==> src/rtl/reg_file_flush_if.sv <==
// Bus bundle between decode/ALU and the flushable register file: write port,
// two read ports, global enable and the flush handshake.
interface reg_file_flush_if #(
  parameter int WIDTH  = 8,
  parameter int ADDR_W = 3
);
  logic              En;
  logic              WE;
  logic [ADDR_W-1:0] WAddr;
  logic [WIDTH-1:0]  D;
  logic [ADDR_W-1:0] RAddrA;
  logic [ADDR_W-1:0] RAddrB;
  logic [WIDTH-1:0]  QA;
  logic [WIDTH-1:0]  QB;
  logic              Flush;
  logic              Busy;
  logic              Done;

  modport master (
    output En, WE, WAddr, D, RAddrA, RAddrB, Flush,
    input  QA, QB, Busy, Done
  );

  modport slave (
    input  En, WE, WAddr, D, RAddrA, RAddrB, Flush,
    output QA, QB, Busy, Done
  );
endinterface

==> src/rtl/reg_file_flush.sv <==
// Parametrised register file: one write port, two bypassed combinational read
// ports, global enable, and a one-entry-per-cycle flush sequencer.
module reg_file_flush #(
  parameter int               WIDTH     = 8,
  parameter int               DEPTH     = 8,
  parameter int               ADDR_W    = 3,
  parameter logic [WIDTH-1:0] RESET_VAL = '0
) (
  input logic             CLK,
  input logic             CLR_n,
  reg_file_flush_if.slave rf
);

  localparam logic [0:0]        IDLE     = 1'b0;
  localparam logic [0:0]        FLUSH    = 1'b1;
  localparam logic [ADDR_W-1:0] LAST_PTR = ADDR_W'(DEPTH - 1);

  logic [WIDTH-1:0]  mem [DEPTH];
  logic [0:0]        state;
  logic [0:0]        state_nx;
  logic [ADDR_W-1:0] ptr;
  logic [ADDR_W-1:0] ptr_nx;
  logic              done;
  logic              done_nx;
  logic              wr_ok;
  logic              clr_ok;

  // Addresses can encode more codes than there are entries when DEPTH is not
  // a power of two; those codes read as zero and never write.
  function automatic logic in_range(input logic [ADDR_W-1:0] a);
    return 32'(a) < DEPTH;
  endfunction

  always_comb begin
    wr_ok  = rf.En && rf.WE && (state == IDLE) && in_range(rf.WAddr);
    clr_ok = rf.En && (state == FLUSH);
  end

  always_comb begin
    state_nx = state;
    ptr_nx   = ptr;
    done_nx  = 1'b0;
    if (rf.En) begin
      case (state)
        IDLE: begin
          if (rf.Flush) begin
            state_nx = FLUSH;
            ptr_nx   = '0;
          end
        end
        FLUSH: begin
          if (ptr == LAST_PTR) begin
            state_nx = IDLE;
            ptr_nx   = '0;
            done_nx  = 1'b1;
          end else begin
            ptr_nx = ptr + 1'b1;
          end
        end
        default: begin
          state_nx = IDLE;
          ptr_nx   = '0;
        end
      endcase
    end
  end

  always_ff @(posedge CLK or negedge CLR_n) begin
    if (!CLR_n) begin
      state <= IDLE;
      ptr   <= '0;
      done  <= 1'b0;
    end else begin
      state <= state_nx;
      ptr   <= ptr_nx;
      done  <= done_nx;
    end
  end

  // The write port and the flush sequencer are mutually exclusive by state.
  always_ff @(posedge CLK or negedge CLR_n) begin
    if (!CLR_n) begin
      for (int i = 0; i < DEPTH; i++) begin
        mem[i] <= RESET_VAL;
      end
    end else if (wr_ok) begin
      mem[rf.WAddr] <= rf.D;
    end else if (clr_ok) begin
      mem[ptr] <= RESET_VAL;
    end
  end

  assign rf.QA = (wr_ok && (rf.RAddrA == rf.WAddr)) ? rf.D :
                 in_range(rf.RAddrA) ? mem[rf.RAddrA] : '0;
  assign rf.QB = (wr_ok && (rf.RAddrB == rf.WAddr)) ? rf.D :
                 in_range(rf.RAddrB) ? mem[rf.RAddrB] : '0;

  assign rf.Busy = (state == FLUSH);
  assign rf.Done = done;

endmodule

==> src/flat_wrapper.sv <==
// flat-port wrapper written by rule: the top's interface ports become plain ports
module reg_file_flush_flat 
#(
  parameter int               WIDTH     = 8,
  parameter int               DEPTH     = 8,
  parameter int               ADDR_W    = 3,
  parameter logic [WIDTH-1:0] RESET_VAL = '0
)
  (CLK, CLR_n, rf_En, rf_WE, rf_WAddr, rf_D, rf_RAddrA, rf_RAddrB, rf_Flush, rf_QA, rf_QB, rf_Busy, rf_Done);
  reg_file_flush_if #(.WIDTH(WIDTH), .ADDR_W(ADDR_W)) rf_i ();
  input logic CLK;
  input logic CLR_n;
  input wire logic [$bits(rf_i.En)-1:0] rf_En;
  input wire logic [$bits(rf_i.WE)-1:0] rf_WE;
  input wire logic [$bits(rf_i.WAddr)-1:0] rf_WAddr;
  input wire logic [$bits(rf_i.D)-1:0] rf_D;
  input wire logic [$bits(rf_i.RAddrA)-1:0] rf_RAddrA;
  input wire logic [$bits(rf_i.RAddrB)-1:0] rf_RAddrB;
  input wire logic [$bits(rf_i.Flush)-1:0] rf_Flush;
  output wire logic [$bits(rf_i.QA)-1:0] rf_QA;
  output wire logic [$bits(rf_i.QB)-1:0] rf_QB;
  output wire logic [$bits(rf_i.Busy)-1:0] rf_Busy;
  output wire logic [$bits(rf_i.Done)-1:0] rf_Done;
  assign rf_i.En = rf_En;
  assign rf_i.WE = rf_WE;
  assign rf_i.WAddr = rf_WAddr;
  assign rf_i.D = rf_D;
  assign rf_i.RAddrA = rf_RAddrA;
  assign rf_i.RAddrB = rf_RAddrB;
  assign rf_i.Flush = rf_Flush;
  assign rf_QA = rf_i.QA;
  assign rf_QB = rf_i.QB;
  assign rf_Busy = rf_i.Busy;
  assign rf_Done = rf_i.Done;
  reg_file_flush #(.WIDTH(WIDTH), .DEPTH(DEPTH), .ADDR_W(ADDR_W), .RESET_VAL(RESET_VAL)) u_core (.CLK(CLK), .CLR_n(CLR_n), .rf(rf_i));
endmodule
==> config.mk <==
export PLATFORM = sky130hd
export DESIGN_NAME = reg_file_flush_flat
export DESIGN_NICKNAME = d
export VERILOG_FILES = /design/src/rtl/reg_file_flush_if.sv /design/src/rtl/reg_file_flush.sv /design/src/flat_wrapper.sv
export SDC_FILE = /design/constraint.sdc
export NUM_CORES = 1
export LEC_CHECK = 0
export BUFFER_PORTS_ARGS = -buffer_cell sky130_fd_sc_hd__buf_2
export CAP_MARGIN = 15
export CORE_MARGIN = 2
export CORE_UTILIZATION = 50
export DETAILED_ROUTE_END_ITERATION = 12
export GPL_TIMING_DRIVEN = 0
export PLACE_DENSITY = 0.69
export SETUP_SLACK_MARGIN = 0.1
export SKIP_LAST_GASP = 1
export SYNTH_ARGS = -nofsm -noshare
export SYNTH_HDL_FRONTEND = slang
export SYNTH_SLANG_ARGS = --single-unit
==> constraint.sdc <==
create_clock -name CLK -period 3.65 [get_ports CLK]
set_clock_uncertainty 0.05 [all_clocks]
set_input_delay 0.365 -clock CLK [delete_from_list [all_inputs] [get_ports CLK]]
set_output_delay 0.365 -clock CLK [all_outputs]
set_load 0.01 [all_outputs]
* Word level (Yosys, flattened, before mapping)
Index checks and enable logic that the tools add are counted.
** Storage, ports and cells
- Input port bits :: 22
- Output and inout port bits :: 18
- Bits in registers :: 69
- Logic and storage cells :: 62
** Cells by class
- $add $sub $neg :: 1
- Equal/unequal tests :: 4
- Muxes and demuxes :: 24
- Order comparisons :: 6
- Reductions and logical operators :: 9
- Bitwise logic cells :: 7
** Operators with widths (count)
- 64-bit two-way mux :: 2
- 64-bit AND :: 1
- 64-bit bitwise mux :: 1
- 8-bit two-way mux :: 8
- 64-bit inverter :: 1
- 8-bit binary-select mux with 3-bit select :: 2
- 8-bit demux with 3-bit select :: 2
- 4-bit >= comparator, second input constant :: 4
- 3-bit inverter with 4-bit output :: 4
- 4-bit by 1-bit < comparator with 1-bit output, second input constant :: 2
- 1-bit logical AND :: 7
- 3-bit equality test :: 2
- 3-bit two-way mux :: 2
- 3-bit one-hot mux with 2 select lines :: 1
- 1-bit two-way mux :: 5
- 3-bit by 1-bit adder with 3-bit output, second input constant :: 1
- 3-bit equality test, second input constant :: 1
- 2-bit inequality test, second input constant :: 1
- 1-bit one-hot mux with 2 select lines :: 1
- 2-bit AND reduction :: 1
- 2-bit nonzero test :: 1
- 1-bit inverter :: 1

* Longest topological paths before layout
- Depth after elaboration :: 9
- Gate-level depth with buffers :: 7

* Least setup slack after synthesis
Ideal clock, no wire load.
- Path kind :: input port to output port
- Start :: input rf_RAddrA[1]
- End :: output rf_QA[0]
- Cell stages on the path :: 6
- Data arrival time :: 1634 ps
- Path buffers :: 3
- Slack :: 1601 ps
- Path through :: buf_2 -> buf_2 -> xnor2_1 -> nand4_1 -> buf_2 -> a21oi_1
** On the way
- Word-level cells in the longest chain between the ends :: 5
- Elaborated cells between the ends (all ways) :: 7
- Those cells by class :: 1 x eq/ne; 4 x mux; 1 x bitwise; 1 x reduce/logical
** RTL lines
- from (decl) :: line flat_wrapper.sv:17 : input wire logic [$bits(rf_i.RAddrA)-1:0] rf_RAddrA;
- 3-bit inverter with 4-bit output (not written as such) :: line reg_file_flush.sv:94 : in_range(rf.RAddrA) ? mem[rf.RAddrA] : '0;
- 8-bit binary-select mux with 3-bit select :: line reg_file_flush.sv:94
- 8-bit two-way mux (not written as such) (2 in series) :: line reg_file_flush.sv:94
- 8-bit two-way mux * :: line reg_file_flush.sv:93 : assign rf.QA = (wr_ok && (rf.RAddrA == rf.WAddr)) ? rf.D :
- to (decl) :: line flat_wrapper.sv:20 : output wire logic [$bits(rf_i.QA)-1:0] rf_QA;
Mark *: on every way between the ends. The rest lies on a longest branch, timed or not. The select of a mux whose other input is x is not followed.

* Final worst setup path
- Start :: register u_core.state, in the netlist u_core.rf.Busy
- End :: output rf_QA[0]
** On the way
- Word-level cells in the longest chain between the ends :: 4
** RTL lines
- from (decl) :: line reg_file_flush.sv:19 : logic [0:0] state;
- from (signal assigned) :: line reg_file_flush.sv:74 : state <= state_nx;
- 1-bit inverter :: line reg_file_flush.sv:35 : wr_ok = rf.En && rf.WE && (state == IDLE) && in_range(rf.WAddr);
- 1-bit logical AND :: line reg_file_flush.sv:35
- 1-bit logical AND :: line reg_file_flush.sv:93
- 8-bit two-way mux :: line reg_file_flush.sv:93
No other way between the ends.

==> metrics.log <==
INFO  metric path_class = reg -> out
INFO  metric nNetsFinal = 352
INFO  metric yosysTopAreaCellShare = 44.79%
INFO  metric timing.critical_path.arrival = 2.26 ns
INFO  metric maximum_clock_frequency = 0.3743 GHz
INFO  metric drt_first_iter_violations = 262
INFO  metric post_route_cells_drive_above_1_share = 28.92%
INFO  metric worst_min_path_class = in -> async
INFO  metric most_common_library_cell_in_the_layout_ignoring_fill_and_taps = sky130_fd_sc_hd__dfrtp_1
INFO  metric layout.core_utilization = 57.38%
INFO  metric pwr-share-seq = 40.8%
INFO  metric grt_first_pass_wirelength = 16,560 um
INFO  metric cts.htree.levels = 3
INFO  metric wire_per_inst = 23.87 um
INFO  metric layout_worst_path_cycle_share = 73.19%
INFO  metric cp_max_fo = 10
INFO  metric die_w = 91.81 um
INFO  metric cts_post_setup_buffers_inserted = 0
INFO  metric worst-r2r-setup-slack = 1.29 ns
INFO  metric sink_count_of_the_clock_tree = 69
INFO  metric final.setup.worst_slack = 0.9786 ns
INFO  metric yosys_register_bits = 69
INFO  metric synth.yosys.warnings = 0
INFO  metric syn_nets = 317
INFO  metric status = complete, no violations
INFO  metric cts_max_path_buffers = 2
INFO  metric floorplan.io_pins = 40
INFO  metric number_of_rows_created_at_floorplan = 32
INFO  metric synth_sequential_area_ratio = 44.79%
INFO  metric first_global_vias = 2,887
INFO  metric gr-total-overflow = 0
INFO  metric synth.top_cells.by_area = sky130_fd_sc_hd__dfrtp_1 45%, sky130_fd_sc_hd__mux4_2 19%, sky130_fd_sc_hd__a22o_1 15%, sky130_fd_sc_hd__mux2i_1 4.2%, sky130_fd_sc_hd__a21oi_1 2.2%
INFO  metric setup_repair_after_global_routing_missed_its_margin = false
INFO  metric finalHoldViolCount = 0
INFO  metric dr_total_vias = 2,899
INFO  metric power.density_cell_area = 569.5 nW/um^2
INFO  metric detailedRoute.firstPassIterationCount = 4
INFO  metric detailed_place_hpwl = 6964 um
INFO  metric setup_viol_count_final = 0
INFO  metric layout.cells.most_common_list = 69 x sky130_fd_sc_hd__dfrtp_1, 67 x sky130_fd_sc_hd__a22o_1, 34 x sky130_fd_sc_hd__buf_2
INFO  metric design.core.area = 7607 um^2
INFO  metric critPathCaptureType = output port
INFO  metric via_per_inst = 6.680
INFO  metric place_congestion = 0.8106
INFO  metric netlist-cell-type-count = 32
INFO  metric synth.largest_area_cell = sky130_fd_sc_hd__dfrtp_1
INFO  metric post-route-drc-count = 0
INFO  metric antenna_violating_nets_post_route = 0
INFO  metric io_buffers = 24
INFO  metric antenna_cells_inserted = 0
INFO  metric pre_cts_slack = 1.097 ns
INFO  metric cellInternalPower = 0.001732 W
INFO  metric drv.max_cap_violation_count = 0
INFO  metric area_growth_syn_to_layout = 13.24%
INFO  metric post_synth_instance_area = 3855 um^2
INFO  metric cts_inserted_buffers = 9
INFO  metric timing.final.max_slew_violations = 0
INFO  metric initial_antenna_violation_count = 0
INFO  metric cp-start-kind = flop
INFO  metric timing.slew.headroom = 37.82%
INFO  metric finalSetupTns = 0 ns
INFO  metric floorplan.die.height = 91.81 um
INFO  metric postSynthCellCount = 293
INFO  metric maximum_number_of_pins_on_one_net_before_global_route_repair = 70
INFO  metric switching_share = 30.32%
INFO  metric combPwrFrac = 25.9%
INFO  metric synth_area_per_cell = 13.16 um^2
INFO  metric required = 3.23 ns
INFO  metric power.clock.fraction = 33.3%
INFO  metric cts_repair_resize_count = 0
INFO  metric worst_setup_hold_path_clk_slew = 0.08 ns
INFO  metric vdd_ir_drop_max = 0.2990 mV
INFO  metric clock_latency = 0.35 ns
INFO  metric cts_root_buffer = sky130_fd_sc_hd__clkbuf_8
INFO  metric cellLeakagePower = 2.010 nW
INFO  metric fp.dieArea = 8428 um^2
INFO  metric final_period_minus_worst_setup_slack = 2.671 ns
INFO  metric initial_utilization = 50.67%
INFO  metric cts_tree = yes
INFO  metric globalRouteTotalUtil = 26.55%
INFO  metric power.net_switching = 0.0007538 W
INFO  metric ctsHoldBuffers = 0
INFO  metric worst_slew_pin_slew = 0.9327 ns
INFO  metric final_wirelength = 10,360 um
synth_stat cells:
cell / instances
sky130_fd_sc_hd__clkbuf_1: 7
sky130_fd_sc_hd__and3b_1: 2
sky130_fd_sc_hd__buf_2: 11
sky130_fd_sc_hd__dfrtp_1: 69
sky130_fd_sc_hd__nor3b_1: 3
sky130_fd_sc_hd__inv_1: 1
sky130_fd_sc_hd__mux2i_1: 16
sky130_fd_sc_hd__nor3_1: 1
sky130_fd_sc_hd__nand2_1: 3
sky130_fd_sc_hd__mux4_2: 32
sky130_fd_sc_hd__nor2_1: 20
sky130_fd_sc_hd__clkbuf_2: 1
sky130_fd_sc_hd__or3b_1: 1
sky130_fd_sc_hd__nand4_1: 2
sky130_fd_sc_hd__nand3b_1: 1
sky130_fd_sc_hd__o22ai_1: 5
sky130_fd_sc_hd__a22o_1: 67
sky130_fd_sc_hd__xnor2_1: 6
sky130_fd_sc_hd__o21ai_0: 1
sky130_fd_sc_hd__a21oi_1: 17
sky130_fd_sc_hd__nor2_4: 1
sky130_fd_sc_hd__buf_4: 2
sky130_fd_sc_hd__ha_1: 2
sky130_fd_sc_hd__nor3_2: 2
sky130_fd_sc_hd__and2_1: 1
sky130_fd_sc_hd__buf_1: 7
sky130_fd_sc_hd__nand3_1: 1
sky130_fd_sc_hd__nor2_2: 1
sky130_fd_sc_hd__o22ai_2: 3
sky130_fd_sc_hd__and3_1: 2
sky130_fd_sc_hd__nor3_4: 4
sky130_fd_sc_hd__nand2b_1: 1
cell type report:
class                      instances  area, um^2
tap                              102       127.6
clock inverter                     6       136.4
clock buffer                       9       123.9
timing repair buffer              24       122.6
multi-input combinational        195        1997
buffer                            28       127.6
fill                             615        3242
inverter                           1       3.754
sequential                        69        1727
final timing paths:
kind	from	end	cells after the start
setup reg to reg	u_core.rf.Busy	u_core.mem[35]	4
min in group CLK	rf_Flush	u_core.rf.Busy	3
setup / recovery	u_core.rf.Busy	rf_QA[0]	6
max in group asynchronous	CLR_n	u_core.rf.Busy	1
hold reg to reg	u_core.mem[20]	u_core.mem[20]	1
hold / removal	CLR_n	u_core.mem[62]	1
stage by stage:
| stage | hold slack [ns] | power [W] | instance area, um^2 | cells |
|---|---|---|---|---|
| after global placement | 0.4431 | 0.001633 | 4103 | 419 |
| after floorplan | 0.01941 | 0.001453 | 3855 | 293 |
| after detailed placement | 0.4500 | 0.001662 | 4105 | 419 |
| after CTS | 0.1141 | 0.002482 | 4365 | 434 |
| final | 0.07062 | 0.002486 | 4365 | 434 |
| after global routing | 0.1569 | 0.002586 | 4365 | 434 |
cell families after synthesis:
| kind of cell | after synthesis | share of synthesized area [%] |
|---|---|---|
| AOI/OAI and AO/OA | 93 | 19.34 |
| DFF | 69 | 44.79 |
| muxes | 48 | 22.85 |
| and+or+nand+nor | 46 | 7.595 |
| buffers and inverters | 29 | 3.408 |
| xor gates and xnor gates | 6 | 1.363 |
| adders and majority gates | 2 | 0.6490 |
worst max-delay path, stage by stage, from the launching register on:
cell and delay (ns):
sky130_fd_sc_hd__dfrtp_1 0.44, sky130_fd_sc_hd__and3b_1 0.22, sky130_fd_sc_hd__buf_2 0.23, sky130_fd_sc_hd__nand4_1 0.32
sky130_fd_sc_hd__buf_2 0.31, sky130_fd_sc_hd__a21oi_1 0.21, sky130_fd_sc_hd__buf_2 0.17
flip-flops by register name, indices dropped and copies added (netlist names):
signal	flops
u_core.ptr	3
u_core.rf.Done	1
u_core.rf.Busy	1
u_core.mem	64
power by group through the flow:
stage / registers [W] / clock network (W) / logic [W]
after CTS: 0.00101 / 0.000830 / 0.000645
after detailed placement: 0.00102 / 0 / 0.000641
after global placement: 0.00101 / 0 / 0.000626
after floorplan: 0.000987 / 0 / 0.000466
final: 0.00101 / 0.000829 / 0.000644
after global routing: 0.00103 / 0.000858 / 0.000701
metal layers:
metal	vias to the layer above	global-route usage, %	part of all wire, %
met5	-	0	0
li1	1247	-	-
met1	1515	39.50	43
met4	0	8.085	1.1
met3	11	4.191	6.9
met2	126	40.69	49
Power figures use the tool's default switching activity.
